File: src/rtl/prog_loader_if.sv
// Word-stream and instruction-memory write bus shared by the program loader
// and its source / memory. The master is the word source side, the slave is
// the loader itself.
interface prog_loader_if;
  logic        in_valid;
  logic [31:0] in_data;
  logic        in_ready;
  logic        mem_we;
  logic [31:0] mem_addr;
  logic [31:0] mem_wdata;

  modport master (
    output in_valid, in_data,
    input  in_ready, mem_we, mem_addr, mem_wdata
  );

  modport slave (
    input  in_valid, in_data,
    output in_ready, mem_we, mem_addr, mem_wdata
  );
endinterface

File: src/rtl/prog_loader.sv
// Boot-stage program loader: streams 32-bit words into instruction memory,
// keeps the CPU in reset until the whole program is written, and keeps a
// running XOR checksum of the loaded words.
module prog_loader #(
  parameter int          MEM_DEPTH = 1024,
  parameter logic [31:0] BASE_ADDR = 32'h0,
  localparam int         CW        = $clog2(MEM_DEPTH + 1)
) (
  input  logic           clk,
  input  logic           reset,
  input  logic           start,
  input  logic [CW-1:0]  len,
  prog_loader_if.slave   bus,
  output logic           cpu_reset,
  output logic           busy,
  output logic           done,
  output logic           err,
  output logic [31:0]    checksum
);

  localparam logic [CW-1:0] MAX_LEN = CW'(MEM_DEPTH);
  localparam logic [CW-1:0] ONE     = CW'(1);

  typedef enum logic [1:0] {
    S_IDLE    = 2'd0,
    S_LOAD    = 2'd1,
    S_RELEASE = 2'd2,
    S_RUN     = 2'd3
  } state_t;

  state_t        state_q, state_d;
  logic [CW-1:0] count_q, count_d;
  logic [CW-1:0] len_q, len_d;
  logic [31:0]   sum_q, sum_d;
  logic          err_q, err_d;
  logic          xfer;

  // A word moves only while loading and the source offers one.
  assign xfer = (state_q == S_LOAD) && bus.in_valid;

  // State register: reset aborts any load in progress immediately.
  always_ff @(posedge clk or negedge reset) begin
    if (!reset) begin
      state_q <= S_IDLE;
      count_q <= '0;
      len_q   <= '0;
      sum_q   <= '0;
      err_q   <= 1'b0;
    end else begin
      state_q <= state_d;
      count_q <= count_d;
      len_q   <= len_d;
      sum_q   <= sum_d;
      err_q   <= err_d;
    end
  end

  // Next-state logic: start handling, word counting and checksum update.
  always_comb begin
    state_d = state_q;
    count_d = count_q;
    len_d   = len_q;
    sum_d   = sum_q;
    err_d   = err_q;
    case (state_q)
      S_IDLE, S_RUN: begin
        if (start) begin
          if (len > MAX_LEN) begin
            // Oversized request is refused; state is left untouched.
            err_d = 1'b1;
          end else begin
            err_d   = 1'b0;
            count_d = '0;
            sum_d   = '0;
            len_d   = len;
            state_d = (len == '0) ? S_RELEASE : S_LOAD;
          end
        end
      end
      S_LOAD: begin
        if (xfer) begin
          count_d = count_q + ONE;
          sum_d   = sum_q ^ bus.in_data;
          if ((count_q + ONE) == len_q) state_d = S_RELEASE;
        end
      end
      S_RELEASE: state_d = S_RUN;
      default:   state_d = S_IDLE;
    endcase
  end

  // Outputs: Moore decode of the state, except the write strobe which
  // follows the handshake so memory captures on the transfer edge.
  always_comb begin
    bus.in_ready  = (state_q == S_LOAD);
    bus.mem_we    = xfer;
    bus.mem_addr  = BASE_ADDR + (32'(count_q) << 2);
    bus.mem_wdata = bus.in_data;
    cpu_reset     = (state_q != S_RUN);
    busy          = (state_q == S_LOAD) || (state_q == S_RELEASE);
    done          = (state_q == S_RUN);
    err           = err_q;
    checksum      = sum_q;
  end

endmodule
File: src/flat_wrapper.sv
// flat-port wrapper written by rule: the top's interface ports become plain ports
module prog_loader_flat 
#(
  parameter int          MEM_DEPTH = 1024,
  parameter logic [31:0] BASE_ADDR = 32'h0,
  localparam int         CW        = $clog2(MEM_DEPTH + 1)
)
  (clk, reset, start, len, cpu_reset, busy, done, err, checksum, bus_in_valid, bus_in_data, bus_in_ready, bus_mem_we, bus_mem_addr, bus_mem_wdata);
  prog_loader_if bus_i ();
  input  logic clk;
  input  logic reset;
  input  logic start;
  input  logic [CW-1:0] len;
  output logic cpu_reset;
  output logic busy;
  output logic done;
  output logic err;
  output logic [31:0] checksum;
  input wire logic [$bits(bus_i.in_valid)-1:0] bus_in_valid;
  input wire logic [$bits(bus_i.in_data)-1:0] bus_in_data;
  output wire logic [$bits(bus_i.in_ready)-1:0] bus_in_ready;
  output wire logic [$bits(bus_i.mem_we)-1:0] bus_mem_we;
  output wire logic [$bits(bus_i.mem_addr)-1:0] bus_mem_addr;
  output wire logic [$bits(bus_i.mem_wdata)-1:0] bus_mem_wdata;
  assign bus_i.in_valid = bus_in_valid;
  assign bus_i.in_data = bus_in_data;
  assign bus_in_ready = bus_i.in_ready;
  assign bus_mem_we = bus_i.mem_we;
  assign bus_mem_addr = bus_i.mem_addr;
  assign bus_mem_wdata = bus_i.mem_wdata;
  prog_loader #(.MEM_DEPTH(MEM_DEPTH), .BASE_ADDR(BASE_ADDR)) u_core (.clk(clk), .reset(reset), .start(start), .len(len), .bus(bus_i), .cpu_reset(cpu_reset), .busy(busy), .done(done), .err(err), .checksum(checksum));
endmodule
File: config.mk
export PLATFORM = sky130hd
export DESIGN_NAME = prog_loader_flat
export DESIGN_NICKNAME = d
export VERILOG_FILES = /design/src/rtl/prog_loader_if.sv /design/src/rtl/prog_loader.sv /design/src/flat_wrapper.sv
export SDC_FILE = /design/constraint.sdc
export NUM_CORES = 1
export LEC_CHECK = 0
export ABC_AREA = 0
export CORE_MARGIN = 2
export CORE_UTILIZATION = 42
export CTS_CLUSTER_DIAMETER = 120
export DETAILED_ROUTE_END_ITERATION = 12
export GPL_ROUTABILITY_DRIVEN = 0
export PLACE_DENSITY = 0.91
export SYNTH_ARGS = -nofsm -noshare
export SYNTH_HDL_FRONTEND = slang
export SYNTH_SLANG_ARGS = --single-unit
File: constraint.sdc
create_clock -name clk -period 2.6 [get_ports clk]
set_input_delay 0.26 -clock clk [delete_from_list [all_inputs] [get_ports clk]]
set_output_delay 0.26 -clock clk [all_outputs]
set_load 0.005 [all_outputs]
==> results list, run 1 <==
- The total overflow left after global routing is 0.
* Die area: 8718 µm²
- Before antenna repair, the detailed router went through 4 iterations.
- The number of antenna violations at the first check in global routing was 0.
* Pleak: 0.001940 µW
- Number of enable-type register cells in the synthesized netlist: 0
- The largest single stage delay on the critical path is 480 ps.
- Of the total power, the share spent switching nets is 35.47%.
- The flow ran to the end, and the final reports show no timing, DRC or antenna violations.
* Slowest cell on the critical path: or4_1
- Nets@finish: 506
* Pin count of the biggest net entering global routing: 33
- Count of max-cap constraint violations: 0
* Flop and latch count out of synthesis: 57
- After routing, the total negative slack on setup checks comes to 0 ps.
* Area contributors post-synth: dfrtp_1 43%, buf_4 12%, xor2_1 9.1%
- Via count of the routed design: 2,804
- TritonCTS built the clock tree.
* Top FF cell, synth: dfrtp_1
- In this run the tool buffered the top-level ports with 127 buffer cells.
- Final worst path period need: 2360 ps
* Sequential fraction of design power: 34.8%
- The critical path in this run is classified as register to register.
- Maximum clock frequency: 423.7 MHz
- For the final database, setup skew stands at 6.093 ps.
- DP Wirelength: 6261 µm
- At the pin with the least slew margin, the transition time is 612.4 ps.
- Cell internal power was estimated by the tool at 2837 µW.
* Endpoints failing hold: 0
- During I/O placement, the number of pins put on the boundary was 149.
* Non-filler instance count after layout: 561
- Number of different library cells in the post-synthesis netlist: 42
- At the worst endpoint, the required time is 2820 ps.
- Critical path capture point type: register
* Effective utilization at floorplan: 43.41%
- Synthesized instance count: 359
- STA classifies the critical path startpoint as a register.
- Avg Synthesized Cell Area: 9.344 µm²
- In this run the worst hold path is classified as input pin to async pin.
- Relative contribution of combinational cells to total power: 48.1%
- Including well taps, the total number of placed cells is 545.
* Root buffer selected by CTS: clkbuf_8
- Highest net fanout along the worst path: 6
* Final routed wirelength across all metal layers: 8300 µm
- Drc violations: 0
- From synthesis to final layout, the design area changed by 37.82%.
- Placeable Area: 7727 µm²
- Warning count from the yosys run: 0
- Average routed wire per standard cell: 14.80 µm
* Max H-tree Level: 3
* Initial DRC count: 93
- Dividing the final minimum period by the clock period gives 90.78%.
- Sequential elements use 42.52% of the synthesized area.
- Cell type with the highest aggregate area in the netlist: dfrtp_1
* Sinks on Clock Net: 57
- Multi-input gate area: 1495 µm²
- Across the whole layout, storage elements account for 1426 µm².
* Share of post-route cells with drive strength above 1: 8.715%
- Combined area of all synthesized cells: 3354 µm²
- After clock tree synthesis, the flow added hold-fix buffers numbering 1.
- Count of final setup violators: 0
- Rel. slew slack: 59.02%
* Arrival time at the worst endpoint: 2580 ps
- Post-CTS repair timing setup buffer count: 0
* Die Height: 93.37 µm
- Launch point of the worst reg-to-reg path: u_core.count_q[1]
* Commonest non-fill, non-tap cells in the layout: 126 x clkdlybuf4s50_1, 57 x dfrtp_1, 46 x nor2_1, 46 x o21ai_0, 35 x xor2_1
- Tracing the worst setup path back leads to its startpoint at u_core.count_q[1].
- Cells fill 59.83% of the core in the end.
- Floorplan die width: 93.37 µm
* Count of filler cells inserted in the layout: 653
- In this run the power spent charging and discharging nets is 1559 µW.
- The clock network accounts for 17.1% of the total power.
* CTS resizes: 0
- The final count of pins violating max slew is 0.
- CTS clock-pin slew for the worst setup and hold paths: 60 ps
- At the later pin of the worst-skew pair, clock insertion delay measures 330 ps.
- Peak supply drop: 0.6028 mV
- Setup repair after global routing left no endpoint under its margin.
* Cell Chain, Critical Path: ha_1, xor2_1, or4_1, nor4_1, a31oi_1, mux2_1
- Count of antenna-violating nets left after detailed routing: 0
- Average via count per standard cell: 4.998
* Minimum setup slack in the final design: 239.8 ps
- At the placement stage, the worst setup path has a slack of 135.6 ps.
* Global-route wire length before repair: 13,170 µm
- The repair_antennas step left the layout with diodes totalling 0.
- The top cell type by area accounts for 42.52% of the synthesized area.
* Clock buffers created by TritonCTS: 9
- Worst hold margin: 486.1 ps
* Global-route total usage across every layer: 19.25%
- Placement Rows: 32
* Most common cell after layout, fill and taps aside: clkdlybuf4s50_1
- Share of async-settable or async-resettable flops after synthesis: 100.0%
* Vias in the first global route: 2,703
- P per Cell Area: 950.8 nW/µm²
* Maximum clock insertion buffer count: 2
[area by class of cell]
cell class | count | share of cell area (%)
Timing Repair Buffer | 137 | 29.34
Clock inverter | 3 | 0.3248
Tap cell | 102 | 2.760
Sequential cell | 57 | 30.85
Clock buffer | 12 | 3.572
Inverter | 10 | 0.8119
Multi-Input combinational cell | 240 | 32.34
[metal layers]
layer	track usage, %	vias up	wire [µm]	part of all wire (%)
li1	-	1320	-	-
met1	23.73	1327	3340	40
met2	32.01	135	4092	49
met3	3.868	22	637	7.7
met4	9.681	0	229	2.8
met5	0	-	0	0
[final timing paths]
| path | end | slack, ps | depth (start not counted) |
|---|---|---|---|
| worst min register to register | u_core.err | 510 | 2 |
| worst min-delay path | u_core.checksum[8] | 490 | 2 |
| min in group clk | u_core.err | 510 | 2 |
| max in group asynchronous | u_core.count_q[1] | 1280 | 3 |
| worst max-delay path | u_core.state_q[1] | 240 | 6 |
| worst max register to register | u_core.state_q[1] | 240 | 6 |
[power by group through the flow]
stage	Clock, µW	Combinational [µW]	Sequential [µW]
floorplan	0	1120	1520
global placement	0	2040	1520
detailed placement	0	2110	1540
CTS	774	2140	1530
global route	806	2330	1570
finish	753	2110	1530
[state kept, by name, indices dropped and copies added, names as in the netlist]
name	cells
u_core.state_q	2
u_core.len_q	11
u_core.count_q	11
u_core.checksum	32
u_core.err	1
[cell usage after synthesis, drive strengths merged (3+ instances only)]
library cell,number
buf,60
nor2b,3
nand3,5
xnor2,9
and2,3
o31ai,6
mux2,12
o21ai,46
nand4,5
clkbuf,12
nand2,11
nor2,46
ha,4
nor4,4
dfrtp,57
inv,10
nor3,3
a21oi,6
xor2,36
[through the flow]
stage / total power (µW) / instance area [µm²]
after floorplan: 2646 / 3430
after CTS: 4438 / 4623
after detailed placement: 3656 / 4433
final: 4396 / 4623
after global placement: 3552 / 4433
after global routing: 4705 / 4623
[critical path: cells and delay by family, from the launching register on]
kind | cells | cell delay (ps)
multiplexers | 1 | 330
AO/OA/AOI/OAI | 1 | 160
adder cells (fa/ha/maj) | 1 | 380
AND/OR/NAND/NOR | 2 | 760
XOR/XNOR | 1 | 160
flip-flops | 1 | 450
[cell families (layout without fill, tap and decap cells)]
group / count (synthesis) / in the layout / share of synthesized area [%]
adders and majority gates: 4 / 4 / 1.492
and+or+nand+nor: 86 / 86 / 11.75
DFF: 57 / 57 / 42.52
AOI/OAI and AO/OA: 72 / 72 / 12.57
other: 1 / 21 / 0.1118
buffers and inverters: 82 / 162 / 15.55
muxes: 12 / 12 / 4.028
xor gates and xnor gates: 45 / 45 / 11.97
(Power assumes the default switching activity.)
==> run 2: changes to the inputs <==
- CAP_MARGIN: default -> 20
- CORE_UTILIZATION: 42 -> 60
- DONT_BUFFER_PORTS: default -> 1
- PLACE_DENSITY: 0.91 -> 0.87
==> results list, run 2 (synthesis results as in run 1) <==
* Critical path capture point type: register
* Relative contribution of combinational cells to total power: 35.1% (-13 points)
* Slowest cell on the critical path: or4_1
* Path category of the worst min-delay check: input pin to register
- Worst hold margin: 73.86 ps (-412.3 ps)
- Number of ports placed on the die boundary: 149 (unchanged)
* Cell Chain, Critical Path: ha_1, nor2b_1, or4_1, nor4_1, a31oi_1, mux2_1
* Clock network fraction of total power: 24.0% (+6.9 points)
- Largest register FFs: 32 (unchanged)
- The area of the die was 6205 µm² (-29%).
- Largest stage delay, worst path: 520 ps (+40 ps)
* DP Wirelength: 4989 µm (-20%)
- The number of antenna violations at the first check in global routing came to 0 (unchanged).
- The count of non-filler cells in the finished layout is 405 (-28%).
* Rel. slew slack: 55.92% (-3.1 points)
- In the layout the commonest cells are 57 x dfrtp_1, 46 x nor2_1, 46 x o21ai_0.
* CTS clock-pin slew for the worst setup and hold paths: 60 ps (about the same)
* Placeable Area: 5439 µm² (-30%)
- Die Height: 78.77 µm (-16%)
- The final cycle utilization of the critical path was 93.14% (+2.4 points).
- Worst setup SP type: register
- Total negative slack for setup checks: 0 ps (unchanged)
- The internal power is 2439 µW (-14%).
- Most common cell after layout, fill and taps aside: dfrtp_1
* Sequential fraction of design power: 41.0% (+6.2 points)
- The number of antenna diodes is 0 (unchanged).
- The initial cell density of the core was 61.67% (+18 points).
* Fraction of the core area covered by cells at the end of the flow: 62.07% (+2.2 points)
* Wire length the detailed router placed on met1: 2715 µm (-19%)
- Average via count per standard cell: 5.644 (+13%)
- Vias in the first global route: 2,300 (-15%)
* Design area: 3376 µm² (-27%)
- Power spent charging and discharging nets: 1447 µW (-7.2%)
- The deepest level of the CTS H-tree came to 3 (unchanged).
* Placement Rows: 27 (-16%)
* Area of placed instances: 3109 µm² (-30%)
* Skew-Pair Late Insertion Delay: 340 ps (about the same)
- The minimum clock period after layout is 2422 ps (+61.39 ps).
- The remaining routing DRC violations is 0 (unchanged).
- Maximum clock frequency: 413.0 MHz (-2.5%)
- Iteration count of the initial detailed-routing pass: 4 (unchanged)
- Via count of the routed design: 2,286 (-18%)
- Global-route wire length before repair: 10,730 µm (-19%)
- Peak supply drop: 0.7327 mV (+22%)
- The arrival time of data at the critical path endpoint came to 2640 ps (+60 ps).
- The final count of pins violating max slew came to 0 (unchanged).
- The largest net degree at the start of global routing was 58 (+76%).
* Final routed wirelength across all metal layers: 6888 µm (-17%)
- The final setup violation count is 0 (unchanged).
* Endpoints failing hold: 0 (unchanged)
* Root buffer selected by CTS: clkbuf_8
- Compared with the post-synthesis result, the final layout area differs by 0.6342%.
* Met3 wirelength from detailed routing: 465 µm (-27%)
- Register area: 1426 µm² (unchanged)
- The initial DRC count is 94 (+1.1%).
- The number of fill cells is 427 (-35%).
* Gr ovfl total: 0 (unchanged)
- The multi-input gate area in the final layout came to 1495 µm² (unchanged).
- The measured slew at the worst slew-check pin was 658.7 ps (+46.29 ps).
- The number of port buffers came to 0 (-100%).
* Switching part of the total: 37.23% (+1.8 points)
- The flow ran to the end, and the final reports show no timing, DRC or antenna violations.
- The highest metal layer carrying signal wires in the routed design is met4.
- P per Cell Area: 1151 nW/µm² (+21%)
* Pleak: 0.001477 µW (-24%)
* Sinks on Clock Net: 57 (unchanged)
* Global-route total usage across every layer: 22.72% (+3.5 points)
- Setup CP Type: register to register
- The number of buffers added for setup after CTS was 0 (unchanged).
* Count of antenna-violating nets left after detailed routing: 0 (unchanged)
- Fin Clk Skew: 4.905 ps (-1.188 ps)
* Required time worst endpoint: 2810 ps (about the same)
* Average routed wire per standard cell: 17.01 µm (+15%)
* Floorplan die width: 78.77 µm (-16%)
* Count of max-cap constraint violations: 0 (unchanged)
* Cell count after placement: 387 (-29%)
- The count of instances resized after the clock tree is built is 0 (unchanged).
* Total met2 wirelength after detailed routing: 3508 µm (-14%)
- Unrepaired setup endpoints after global routing: false
* TritonCTS clock tree: built
- Nets@finish: 379 (-25%)
* Clock buffers created by TritonCTS: 9 (unchanged)
* Share of post-route cells with drive strength above 1: 12.01% (+3.3 points)
* Highest net fanout along the worst path: 5 (-1)
* Maximum clock insertion buffer count: 2 (unchanged)
-- run 2: routing by layer --
| metal | GRT usage, % | up-vias |
|---|---|---|
| li1 | - | 1059 |
| met1 | 25.90 | 1106 |
| met2 | 38.21 | 97 |
| met3 | 8.409 | 24 |
| met4 | 10.00 | 0 |
| met5 | 0 | - |
-- run 2: layout make-up --
type	instances	area share, %
repair buffers	10	2.891
inverters	10	1.112
well taps	72	2.669
multi-input cells	240	44.29
clock inverters	5	2.298
flip-flops and latches	57	42.25
clock buffers	11	4.485
-- run 2: stage by stage --
step	setup WS [ps]	power, µW
final	178.4	3885
after global routing	79.80	4155
after CTS	177.7	3912
after detailed placement	268.9	2932
after global placement	337.2	2849
after floorplan	396.7	2646
-- run 2: timing repair --
item	CTS	global route
setup endpoints to repair	0	0
endpoints found under the hold margin	57	0
hold buffers	2	0
-- run 2: path summary, 6_finish.rpt --
| kind | slack [ps] | depth (start not counted) | to | start |
|---|---|---|---|---|
| max | 180 | 6 | u_core.state_q[1] | u_core.state_q[0] |
| min | 70 | 1 | u_core.len_q[2] | len[2] |
| max reg2reg | 180 | 6 | u_core.state_q[1] | u_core.state_q[0] |
| min reg2reg | 530 | 1 | u_core.len_q[10] | u_core.len_q[10] |
| max in group asynchronous | 1910 | 2 | u_core.checksum[5] | reset |
| min in group asynchronous | 430 | 2 | u_core.checksum[7] | reset |
-- run 2: power groups by stage --
| stage | logic [µW] | clock network [µW] | registers (µW) |
|---|---|---|---|
| after global placement | 1260 | 0 | 1580 |
| after CTS | 1370 | 949 | 1590 |
| final | 1360 | 932 | 1590 |
| after detailed placement | 1330 | 0 | 1610 |
| after global routing | 1530 | 997 | 1630 |
| after floorplan | 1120 | 0 | 1520 |
-- run 2: worst max-delay path, delay by kind of cell, from the launching register on --
kind	cells	cell delay, ps
simple gates	3	1060
flops	1	410
mux	1	350
fa+ha+maj	1	280
compound gates	1	200
==> run 3: changes to the inputs <==
- SKIP_CTS_REPAIR_TIMING: default -> 1
==> results list, run 3 (synthesis results as in run 1) <==
- The flow ran to the end, and the final reports show no timing, DRC or antenna violations.
- Total negative slack for setup checks: 0 ps (unchanged)
- Antenna diode count: 0 (unchanged)
- Via count of the routed design: 2,300 (+0.61%)
- The global-route wire length before repair was 10,720 µm (about the same).
- The required arrival time at the worst endpoint came to 2810 ps (about the same).
- Root buffer selected by CTS: clkbuf_8
- The placeable core region was 5439 µm² (unchanged).
- Unrepaired setup endpoints after global routing: false
- Maximum clock insertion buffer count: 2 (unchanged)
- The maximum clock rate was 411.1 MHz (-0.44%).
* Count of max-cap constraint violations: 0 (unchanged)
* Effective utilization at floorplan: 61.67% (unchanged)
- Commonest non-fill, non-tap cells in the layout: 57 x dfrtp_1, 46 x nor2_1, 46 x o21ai_0
* Largest register FFs: 32 (unchanged)
- Die Height: 78.77 µm (unchanged)
- Drc violations: 0 (unchanged)
* Vias in the first global route: 2,292 (-0.35%)
- The final layout net count came to 379 (unchanged).
* Path category of the worst min-delay check: input pin to register
* Number of I/O port buffers: 0 (unchanged)
* Die area: 6205 µm² (unchanged)
- Gr ovfl total: 0 (unchanged)
* TritonCTS clock tree: built
- The setup path with the least slack is of type register to register.
- The worst max-slew margin expressed relative to the limit came to 56.13% (+0.21 points).
- The final setup violation count was 0 (unchanged).
- Fraction of the core area covered by cells at the end of the flow: 62.07% (unchanged)
* Arrival time at the worst endpoint: 2650 ps (about the same)
- Max H-tree Level: 3 (unchanged)
- Endpoints failing hold: 0 (unchanged)
- Pleak: 0.001477 µW (unchanged)
* Cell Chain, Critical Path: ha_1, nor2b_1, or4_1, nor4_1, a31oi_1, mux2_1
- For this design, the slowest cell found on the critical path is or4_1.
* Peak supply drop: 0.7328 mV (about the same)
- Number of antenna violations at the first check in global routing: 0 (unchanged)
- The via density per instance was 5.679 (+0.61%).
- The fraction of layout instances using a drive strength above 1 came to 12.01% (unchanged).
- Most common cell after layout, fill and taps aside: dfrtp_1
* Final worst path period need: 2432 ps (+10.82 ps)
- Multi-input gate area: 1495 µm² (unchanged)
- The wire length after detailed routing came to 6840 µm (-0.70%).
* Placement Rows: 27 (unchanged)
- Max-slew violation total from the final report: 0 (unchanged)
- Critical path's top delay family: simple AND/OR/NAND/NOR gates
- Initial DRC count: 79 (-16%)
* Critical path capture point type: register
- Part of the cycle the worst path needs: 93.55% (+0.42 points)
- Area of placed instances: 3109 µm² (unchanged)
* Largest stage delay, worst path: 530 ps (about the same)
- The register clock-pin slew on the reported worst setup and hold paths was 60 ps (about the same).
- The power per standard cell area is 1150 nW/µm² (about the same).
- Skew-Pair Late Insertion Delay: 340 ps (about the same)
* Iteration count of the initial detailed-routing pass: 5 (+1)
- The post-layout worst setup margin came to 167.6 ps (-10.82 ps).
* Global-route total usage across every layer: 22.70% (-0.025 points)
- Pin count of the biggest net entering global routing: 58 (unchanged)
- DP Wirelength: 4989 µm (unchanged)
* Count of antenna-violating nets left after detailed routing: 0 (unchanged)
- The worst setup skew after layout is 5.379 ps (+0.4747 ps).
* Crit path buf inv count: 0 (unchanged)
* Post-synthesis to final-layout area growth: 0.6342% (unchanged)
- Highest net fanout along the worst path: 5 (unchanged)
* Number of ports placed on the die boundary: 149 (unchanged)
- Count of filler cells inserted in the layout: 427 (unchanged)
- Sinks on Clock Net: 57 (unchanged)
- The worst hold slack after final layout is 73.44 ps (-0.4189 ps).
* Floorplan die width: 78.77 µm (unchanged)
* Clock buffers created by TritonCTS: 9 (unchanged)
- The final routed wire length divided by cell count is 16.89 µm (-0.70%).
- The worst setup path is launched from a register.
* Design area: 3376 µm² (unchanged)
- The worst setup slack after placement was 268.9 ps (unchanged).
- The combined flip-flop and latch cell area came to 1426 µm² (unchanged).
* Slew of the pin with the lowest slew margin: 655.6 ps (-3.133 ps)
-- run 3: metrics by stage --
stage	power, µW	cells
after CTS	3888	403
after global placement	2849	387
after floorplan	2646	379
final	3882	405
after detailed placement	2932	387
after global routing	4155	405
-- run 3: report_power, final --
group / leakage [µW] / switching [µW] / internal, µW
clock: 0.000115 / 344 / 588
combinational: 0.000639 / 756 / 604
sequential: 0.000722 / 343 / 1250
-- run 3: final timing paths --
path,slack (ps),cells after the start,to,startpoint
max,170,6,u_core.state_q[1],u_core.state_q[0]
min,70,1,u_core.len_q[2],len[2]
max reg2reg,170,6,u_core.state_q[1],u_core.state_q[0]
min reg2reg,530,1,u_core.len_q[10],u_core.len_q[10]
max in group asynchronous,1920,2,u_core.checksum[12],reset
min in group asynchronous,430,2,u_core.checksum[7],reset
-- run 3: layout make-up --
class                           instances  area share [%]
Multi-Input combinational cell        240           44.29
Sequential cell                        57           42.25
Inverter                               10           1.112
Clock buffer                           11           4.485
Timing Repair Buffer                   10           2.891
Clock inverter                          5           2.298
Tap cell                               72           2.669
-- run 3: worst reg2reg max path, stage by stage, from the launching register on --
cell and delay [ps]:
dfrtp_1 410, ha_1 280, nor2b_1 200, or4_1 530, nor4_1 340, a31oi_1 200
mux2_1 350
-- run 3: routing by layer --
layer / global-route usage (%) / wire length (µm)
met5: 0 / 0
met4: 10.00 / 228
met3: 8.523 / 504
met2: 38.29 / 3469
met1: 25.68 / 2637
